--- src/rtl/shift_subtract_divider.sv ---
// shift_subtract_divider
//   Sequential restoring (shift-subtract) unsigned divider. One quotient bit is
//   produced per clock. It shares the start/ready handshake of the add-shift
//   multiplier.
//
// Ports:
//   clock        rising-edge clock
//   reset        asynchronous, active-high; clears all state
//   start        request pulse, sampled only while ready=1
//   a_in         dividend, latched on an accepted start
//   b_in         divisor, latched on an accepted start
//   q            quotient, registered, held until the next accepted start
//   rem          remainder, registered, held until the next accepted start
//   ready        1 = idle, results valid, a new start will be accepted
//   div_by_zero  1 = last operation had divisor 0; held with the results
module shift_subtract_divider #(
    parameter int unsigned WIDTH = 8
) (
    input  logic             clock,
    input  logic             reset,
    input  logic             start,
    input  logic [WIDTH-1:0] a_in,
    input  logic [WIDTH-1:0] b_in,
    output logic [WIDTH-1:0] q,
    output logic [WIDTH-1:0] rem,
    output logic             ready,
    output logic             div_by_zero
);

    localparam int unsigned    CW       = $clog2(WIDTH + 1);
    localparam logic [CW-1:0]  CNT_INIT = CW'(WIDTH);
    localparam logic [CW-1:0]  CNT_ONE  = CW'(1);

    typedef enum logic [1:0] {
        StIdle,
        StRun,
        StDz
    } state_t;

    state_t           r_state,    w_state_next;
    logic [WIDTH-1:0] r_dividend, w_dividend_next;
    logic [WIDTH-1:0] r_divisor,  w_divisor_next;
    logic [WIDTH-1:0] r_p,        w_p_next;
    logic [WIDTH-1:0] r_quot,     w_quot_next;
    logic [CW-1:0]    r_count,    w_count_next;
    logic [WIDTH-1:0] r_q,        w_q_next;
    logic [WIDTH-1:0] r_rem,      w_rem_next;
    logic             r_dz,       w_dz_next;

    // The partial remainder shifted left with the next dividend bit needs
    // WIDTH+1 bits, otherwise the carry out of P is lost when the divisor MSB
    // is set (e.g. 0xFF / 0x80).
    logic [WIDTH:0]   w_t;
    logic             w_ge;
    logic [WIDTH-1:0] w_diff;
    logic [WIDTH-1:0] w_p_new;
    logic [WIDTH-1:0] w_quot_new;

    assign w_t        = {r_p, r_dividend[WIDTH-1]};
    assign w_ge       = (w_t >= {1'b0, r_divisor});
    // When w_ge holds the true difference is below the divisor, so the low
    // WIDTH bits of the subtraction are exact.
    assign w_diff     = w_t[WIDTH-1:0] - r_divisor;
    assign w_p_new    = w_ge ? w_diff : w_t[WIDTH-1:0];
    assign w_quot_new = {r_quot[WIDTH-2:0], w_ge};

    always_comb begin
        w_state_next    = r_state;
        w_dividend_next = r_dividend;
        w_divisor_next  = r_divisor;
        w_p_next        = r_p;
        w_quot_next     = r_quot;
        w_count_next    = r_count;
        w_q_next        = r_q;
        w_rem_next      = r_rem;
        w_dz_next       = r_dz;

        unique case (r_state)
            StIdle: begin
                if (start) begin
                    // Operands are latched even for a zero divisor: the DZ
                    // result reports the dividend as the remainder.
                    w_dividend_next = a_in;
                    w_divisor_next  = b_in;
                    w_p_next        = '0;
                    w_quot_next     = '0;
                    w_count_next    = CNT_INIT;
                    w_state_next    = (b_in == '0) ? StDz : StRun;
                end
            end
            StRun: begin
                w_dividend_next = {r_dividend[WIDTH-2:0], 1'b0};
                w_p_next        = w_p_new;
                w_quot_next     = w_quot_new;
                w_count_next    = r_count - CNT_ONE;
                if (r_count == CNT_ONE) begin
                    w_q_next     = w_quot_new;
                    w_rem_next   = w_p_new;
                    w_dz_next    = 1'b0;
                    w_state_next = StIdle;
                end
            end
            StDz: begin
                w_q_next     = '1;
                w_rem_next   = r_dividend;
                w_dz_next    = 1'b1;
                w_state_next = StIdle;
            end
            default: begin
                w_state_next = StIdle;
            end
        endcase
    end

    always_ff @(posedge clock or posedge reset) begin
        if (reset) begin
            r_state    <= StIdle;
            r_dividend <= '0;
            r_divisor  <= '0;
            r_p        <= '0;
            r_quot     <= '0;
            r_count    <= '0;
            r_q        <= '0;
            r_rem      <= '0;
            r_dz       <= 1'b0;
        end else begin
            r_state    <= w_state_next;
            r_dividend <= w_dividend_next;
            r_divisor  <= w_divisor_next;
            r_p        <= w_p_next;
            r_quot     <= w_quot_next;
            r_count    <= w_count_next;
            r_q        <= w_q_next;
            r_rem      <= w_rem_next;
            r_dz       <= w_dz_next;
        end
    end

    assign q           = r_q;
    assign rem         = r_rem;
    assign div_by_zero = r_dz;
    assign ready       = (r_state == StIdle);

endmodule

--- config.mk ---
export PLATFORM = sky130hd
export DESIGN_NAME = shift_subtract_divider
export DESIGN_NICKNAME = d
export VERILOG_FILES = /design/src/rtl/shift_subtract_divider.sv
export SDC_FILE = /design/constraint.sdc
export NUM_CORES = 1
export LEC_CHECK = 0
export BUFFER_PORTS_ARGS = -buffer_cell sky130_fd_sc_hd__buf_2
export CAP_MARGIN = 20
export CORE_MARGIN = 2
export CORE_UTILIZATION = 60
export DETAILED_ROUTE_END_ITERATION = 6
export PLACE_DENSITY = 0.88
export SLEW_MARGIN = 20
export SYNTH_ARGS = -nofsm -noshare
export SYNTH_HDL_FRONTEND = slang
export SYNTH_SLANG_ARGS = --single-unit
export TNS_END_PERCENT = 5
--- constraint.sdc ---
create_clock -name clock -period 5.4 [get_ports clock]
set_clock_uncertainty 0.15 [all_clocks]
set_input_delay 1.08 -clock clock [delete_from_list [all_inputs] [get_ports clock]]
set_output_delay 1.08 -clock clock [all_outputs]
set_load 0.005 [all_outputs]
==> results of run 1 <==
-- power breakdown --
part / total (mW) / switching, mW / internal, mW
sequential: 0.727 / 0.140 / 0.587
clock: 0.223 / 0.133 / 0.0899
combinational: 1.11 / 0.625 / 0.490
total: 2.06 / 0.898 / 1.17
-- flip-flops by register name (all words and copies together) (netlist names) --
signal       flops
div_by_zero      1
q                8
r_count          4
r_dividend       8
r_divisor        8
r_p              8
r_quot           7
r_state          2
rem              8
-- synthesized netlist by cell type (2+ instances only) --
cell type,n,share of area (%)
dfrtp_1,54,48
nand2_1,36,4.8
a21oi_1,17,3.1
inv_1,16,2.2
o21ai_1,15,2.7
o21ai_0,14,2.5
mux2i_1,13,4.7
nor2_1,11,1.5
ha_1,10,4.5
mux2_2,8,3.2
and3_1,7,1.6
buf_2,7,1.3
a22o_1,6,1.9
and3b_1,6,1.9
nor2b_1,6,1.3
nand3_1,5,0.90
clkbuf_1,4,0.54
a211oi_1,3,0.81
nor3b_1,3,0.81
nor4_1,3,0.67
a22oi_1,2,0.54
a31oi_1,2,0.45
nand2b_1,2,0.45
o2111ai_1,2,0.63
o211ai_1,2,0.54
o21a_1,2,0.54
o21ai_2,2,0.63
xor2_1,2,0.63
-- worst max path at each step --
stage                                       from                       to  slack [ns]  depth (start not counted)
after floorplan                            reset  div_by_zero$_DFFE_PP0P_        2.86                          1
after global placement    r_state[0]$_DFFE_PP0P_       rem[0]$_DFFE_PP0P_        2.78                          5
after detailed placement  r_state[0]$_DFFE_PP0P_       rem[3]$_DFFE_PP0P_        2.66                          5
after CTS                 r_state[0]$_DFFE_PP0P_       rem[1]$_DFFE_PP0P_        2.57                          5
after global routing      r_state[0]$_DFFE_PP0P_       rem[0]$_DFFE_PP0P_        2.34                          5
final                     r_state[0]$_DFFE_PP0P_       rem[1]$_DFFE_PP0P_        2.56                          5
-- through the flow --
step | cell area, sq um | std cells | total power [mW] | utilization [%] | hold WS (ns)
CTS | 3049 | 361 | 2.061 | 69.08 | 0.3435
global placement | 2967 | 354 | 1.789 | 67.21 | 0.3106
global route | 3050 | 361 | 2.228 | 69.10 | 0.3812
floorplan | 2786 | 279 | 1.567 | - | 0.2998
detailed placement | 2967 | 354 | 1.832 | 67.21 | 0.3159
finish | 3050 | 361 | 2.065 | 69.10 | 0.3504
-- critical path: stages (launching register included) --
cell	delay (ns)
dfrtp_1	0.67
nor2b_1	0.51
nand2_1	0.69
and3_1	0.45
a21oi_1	0.13
o21ai_1	0.09
-- cell type report --
cell class / instances / area share [%]
Sequential cell: 54 / 44.30
Multi-Input combinational cell: 194 / 42.58
Timing Repair Buffer: 37 / 6.153
Clock buffer: 5 / 2.256
Inverter: 17 / 2.133
Tap cell: 52 / 2.133
Clock inverter: 2 / 0.4512
-- cell families after synthesis --
group | count (synthesis) | share of synthesized area (%)
muxes | 22 | 8.442
AOI/OAI and AO/OA | 76 | 17.38
buffers and inverters | 31 | 4.894
DFF | 54 | 48.50
xor gates and xnor gates | 3 | 0.9431
and+or+nand+nor | 82 | 14.64
adders and majority gates | 11 | 5.209
-- layer usage --
| metal | part of all wire [%] | up-vias | global-route usage, % |
|---|---|---|---|
| li1 | - | 1045 | - |
| met1 | 45 | 1046 | 35.40 |
| met2 | 49 | 54 | 41.08 |
| met3 | 3.9 | 13 | 3.333 |
| met4 | 2.0 | 0 | 9.644 |
| met5 | 0 | - | 0 |
==> impl_metrics.yaml, run 1 <==
finish:
  ff_latch_area_sq_mm: 0.001351
  mostFrequentLayoutCells: "dfrtp_1 (54), nand2_1 (36), buf_2 (36)"
  antennaDiodeCount: 0
  nNetsFinal: 339
  fillers: 340
  mostFrequentLayoutCell: "dfrtp_1"
  layout-drive-gt1-share_pct: 19.42
  multi_input_area_sq_mm: 0.001299
  area_growth_pct: 9.475
logic_synthesis:
  synth-seq-area-share_pct: 48.50
  async_flop_share_pct: 100.0
  syn_inst: 279
  synth.distinct_cells: 47
  synth_nets: 309
  synth_flop_cell: "dfrtp_1"
  synth_area_sq_mm: 0.002786
  postSynthRegisterBits: 54
  postSynthAreaPerCell_sq_um: 9.987
  yosysWarningCount: 0
  synth_edf_count: 0
die:
  design.core.area_sq_mm: 0.004414
  io_pins: 37
  die_w_um: 72.15
  die_y_um: 72.15
  std_cell_rows: 24
  dieArea_sq_mm: 0.005205
  start_util_pct: 63.12
timing:
  relSlewSlack_pct: 38.27
  setup_tns_ns: 0
  rsz0062_at_grt: "false"
  hold_viol: 0
  final_max_slew_viol_count: 0
  postLayoutSetupSlackWorst_ns: 2.556
  clock.fmax_mhz: 351.6
  setup_violations: 0
  fin_crit_ns: 2.844
  fin_crit_sh_pct: 52.66
  worst_pin_slew_ns: 0.9237
worst_setup_path:
  critPathArrivalTime_ns: 2.86
  setup.worst_path.class: "reg -> reg"
  path_max_fanout: 27
  r2r_slack_ns: 2.56
  start_kind: "register"
  r2r_cells: 5
  rr_startpoint: "r_state[0]$_DFFE_PP0P_"
  required_ns: 5.41
  critPathCaptureType: "register"
  timing.rr.end: "rem[1]$_DFFE_PP0P_"
worst_hold_path:
  worstHoldPathCells: 2
  min_from: "div_by_zero$_DFFE_PP0P_"
  holdPathEnd: "div_by_zero$_DFFE_PP0P_"
  hold_path_class: "reg -> reg"
clock_network:
  insertion_delay_ns: 0.31
  tritoncts: "yes"
  path_clk_slew_ns: 0.10
  cts_buffer_depth: 2
  cts_root_buf: "clkbuf_8"
  cts_setup_buffers: 0
  post_cts_resize_count: 0
  hold_buffers: 0
  clock_sinks: 54
  cts_htree_levels: 2
  cts_buffers: 5
grt:
  grt_max_degree: 55
  grt_pass1_vias: 2101
  grt_overflow: 0
  grt_use_total_pct: 25.43
  grt_pass1_wl_um: 10140
  grt_antenna_before_repair: 0
detailed_routing:
  vias: 2158
  wire_per_inst_um: 16.83
  postRouteAntennaNets: 0
  drt_first_iter_violations: 243
  drt_wl_total_um: 6074
  dr.pass1.iters: 4
  drc: 0
  vias_per_cell: 5.978
run:
  drv_cap: 0
power_and_ir_drop:
  p_per_area_mw_per_mm2: 676.9
  power.leakage_nw: 1.554
  ir_worst_vdd_mv: 0.3891
placed_design:
  gp_congestion: 0.8654
  numPortBuffers: 36
  dp.final_hpwl_um: 4328
  pre_cts_slack_ns: 2.657
run_status:
  status: "finished, final reports clean"
(Power assumes the default switching activity.)
==> run 2: changes to the inputs <==
--- a/config.mk
+++ b/config.mk
@@ -8,9 +8,9 @@
 export BUFFER_PORTS_ARGS = -buffer_cell sky130_fd_sc_hd__buf_2
 export CAP_MARGIN = 20
 export CORE_MARGIN = 2
-export CORE_UTILIZATION = 60
+export CORE_UTILIZATION = 52
 export DETAILED_ROUTE_END_ITERATION = 6
-export PLACE_DENSITY = 0.88
+export PLACE_DENSITY = 0.81
 export SLEW_MARGIN = 20
 export SYNTH_ARGS = -nofsm -noshare
 export SYNTH_HDL_FRONTEND = slang
==> constraint.sdc (replaced) <==
create_clock -name clock -period 2.4 [get_ports clock]
set_clock_uncertainty 0.15 [all_clocks]
set_input_delay 0.48 -clock clock [delete_from_list [all_inputs] [get_ports clock]]
set_output_delay 0.48 -clock clock [all_outputs]
set_load 0.005 [all_outputs]
==> run 2 against run 1 <==
  * Die area rose by 15%
  * Global-route usage down 3.6 points
  * Total power increased by 140%
  * Via count up 2.6%
  * Sequential power up 120%
  * Cell area is 5.0% higher
  * Cell count up 7.8%
  * First-iteration DRC count shrank 32%
  * Wire length up 1.3%
  * Clock power increased to 2.9 times the previous value
  * Sequential share of layout area decreased by 2.1 points
  * Critical path depth up 4
  * Critical path type unchanged
==> impl_metrics.yaml, run 2 (same netlist as run 1, synthesis figures left out) <==
run_status:
  status: "finished, final reports clean"
clock_network:
  clock_sinks: 54
  cts_buffers: 5
  tritoncts: "yes"
  insertion_delay_ns: 0.31
  cts_setup_buffers: 0
  cts_htree_levels: 2
  post_cts_resize_count: 0
  cts_root_buf: "clkbuf_8"
  path_clk_slew_ns: 0.11
  cts_buffer_depth: 2
  hold_buffers: 0
placed_design:
  pre_cts_slack_ns: 0.1067
  gp_congestion: 0.8487
  dp.final_hpwl_um: 4565
  numPortBuffers: 36
timing:
  setup_tns_ns: 0
  relSlewSlack_pct: 52.82
  fin_crit_ns: 2.245
  fin_crit_sh_pct: 93.55
  postLayoutSetupSlackWorst_ns: 0.1547
  clock.fmax_mhz: 445.4
  hold_viol: 0
  rsz0062_at_grt: "false"
  worst_pin_slew_ns: 0.7062
  final_max_slew_viol_count: 0
  whs_ns: 0.05222
  setup_violations: 0
worst_setup_path:
  critPathCaptureType: "register"
  path_max_fanout: 3
  start_kind: "register"
  r2r_cells: 9
  required_ns: 2.43
  timing.rr.end: "rem[6]$_DFFE_PP0P_"
  path_cells: "inv_1 > ha_1 > inv_1 > fa_1 > a211oi_2 > or4_1 > o2111ai_1 > mux2i_1 > o21ai_1"
  crit_family: "adder cells"
  rr_startpoint: "r_dividend[7]$_DFFE_PP0P_"
  critPathArrivalTime_ns: 2.28
  crit_slowest_cell: "fa_1"
  setup.worst_path.class: "reg -> reg"
  cp_common_cell: "inv_1"
  slowest_delay_ns: 0.42
  path_buf_inv: 2
  r2r_slack_ns: 0.15
run:
  drv_cap: 0
finish:
  layout-drive-gt1-share_pct: 22.26
  mostFrequentLayoutCells: "dfrtp_1 (54), nand2_1 (36), buf_2 (36)"
  area_growth_pct: 15.00
  antennaDiodeCount: 0
  mostFrequentLayoutCell: "dfrtp_1"
  nNetsFinal: 348
grt:
  grt_antenna_before_repair: 0
  grt_max_degree: 29
  grt_pass1_vias: 2141
  grt_use_total_pct: 21.85
  grt_overflow: 0
  grt_pass1_wl_um: 10400
power_and_ir_drop:
  p_per_area_mw_per_mm2: 1537
  ir_worst_vdd_mv: 0.7462
  netSwitchingPower_mw: 2.062
  power.internal_mw: 2.865
  power.leakage_nw: 1.620
  power_frac_comb_pct: 54.3
  finalPower_mw: 4.926
  swShare_pct: 41.85
  clkPwrFrac_pct: 13.0
  seqPwrFrac_pct: 32.7
detailed_routing:
  dr.pass1.iters: 6
  drt_wl_total_um: 6150
  drt_first_iter_violations: 165
  vias_per_cell: 5.694
  wire_per_inst_um: 15.81
  vias: 2215
  postRouteAntennaNets: 0
  drc: 0
die:
  dieArea_sq_mm: 0.005960
  die_y_um: 77.20
  io_pins: 37
  design.core.area_sq_mm: 0.005140
  die_w_um: 77.20
  start_util_pct: 54.21
  std_cell_rows: 26
worst_hold_path:
  hold_path_class: "in -> async"
[run 2: routing by layer]
layer,up-vias,track usage (%),part of all wire [%]
li1,1063,-,-
met1,1083,29.56,43
met2,65,36.78,51
met3,4,4.235,5.2
met4,0,4.464,0.41
met5,-,0,0
[run 2: per-stage QoR]
stage          util, %  cells  cell area (sq um)
6_report         62.34    389               3204
5_1_grt          62.34    389               3204
2_1_floorplan        -    279               2786
4_1_cts          62.24    389               3199
3_3_place_gp     59.96    381               3082
3_5_place_dp     59.96    381               3082
[run 2: worst max-delay path by stage]
stage,depth (start not counted),endpoint,startpoint
final,9,rem[6]$_DFFE_PP0P_,r_dividend[7]$_DFFE_PP0P_
after global routing,7,r_p[1]$_DFFE_PP0P_,r_p[5]$_DFFE_PP0P_
after CTS,9,rem[6]$_DFFE_PP0P_,r_dividend[7]$_DFFE_PP0P_
after detailed placement,9,rem[6]$_DFFE_PP0P_,r_dividend[7]$_DFFE_PP0P_
after global placement,9,rem[6]$_DFFE_PP0P_,r_dividend[7]$_DFFE_PP0P_
after floorplan,9,r_p[6]$_DFFE_PP0P_,r_dividend[7]$_DFFE_PP0P_
[run 2: layout make-up]
| class | instances | area [sq um] |
|---|---|---|
| fill | 437 | 1936 |
| sequential | 54 | 1351 |
| multi-input combinational | 194 | 1304 |
| timing repair buffer | 46 | 280.3 |
| tap | 70 | 87.58 |
| clock buffer | 5 | 68.82 |
| inverter | 17 | 63.81 |
| clock inverter | 3 | 48.80 |
[run 2: power by group through the flow]
stage / combinational (mW) / sequential (mW) / clock (mW)
2_1_floorplan: 1.98 / 1.54 / 0
3_3_place_gp: 2.54 / 1.60 / 0
3_5_place_dp: 2.63 / 1.62 / 0
4_1_cts: 2.67 / 1.61 / 0.646
5_1_grt: 2.96 / 1.66 / 0.684
6_report: 2.68 / 1.61 / 0.638
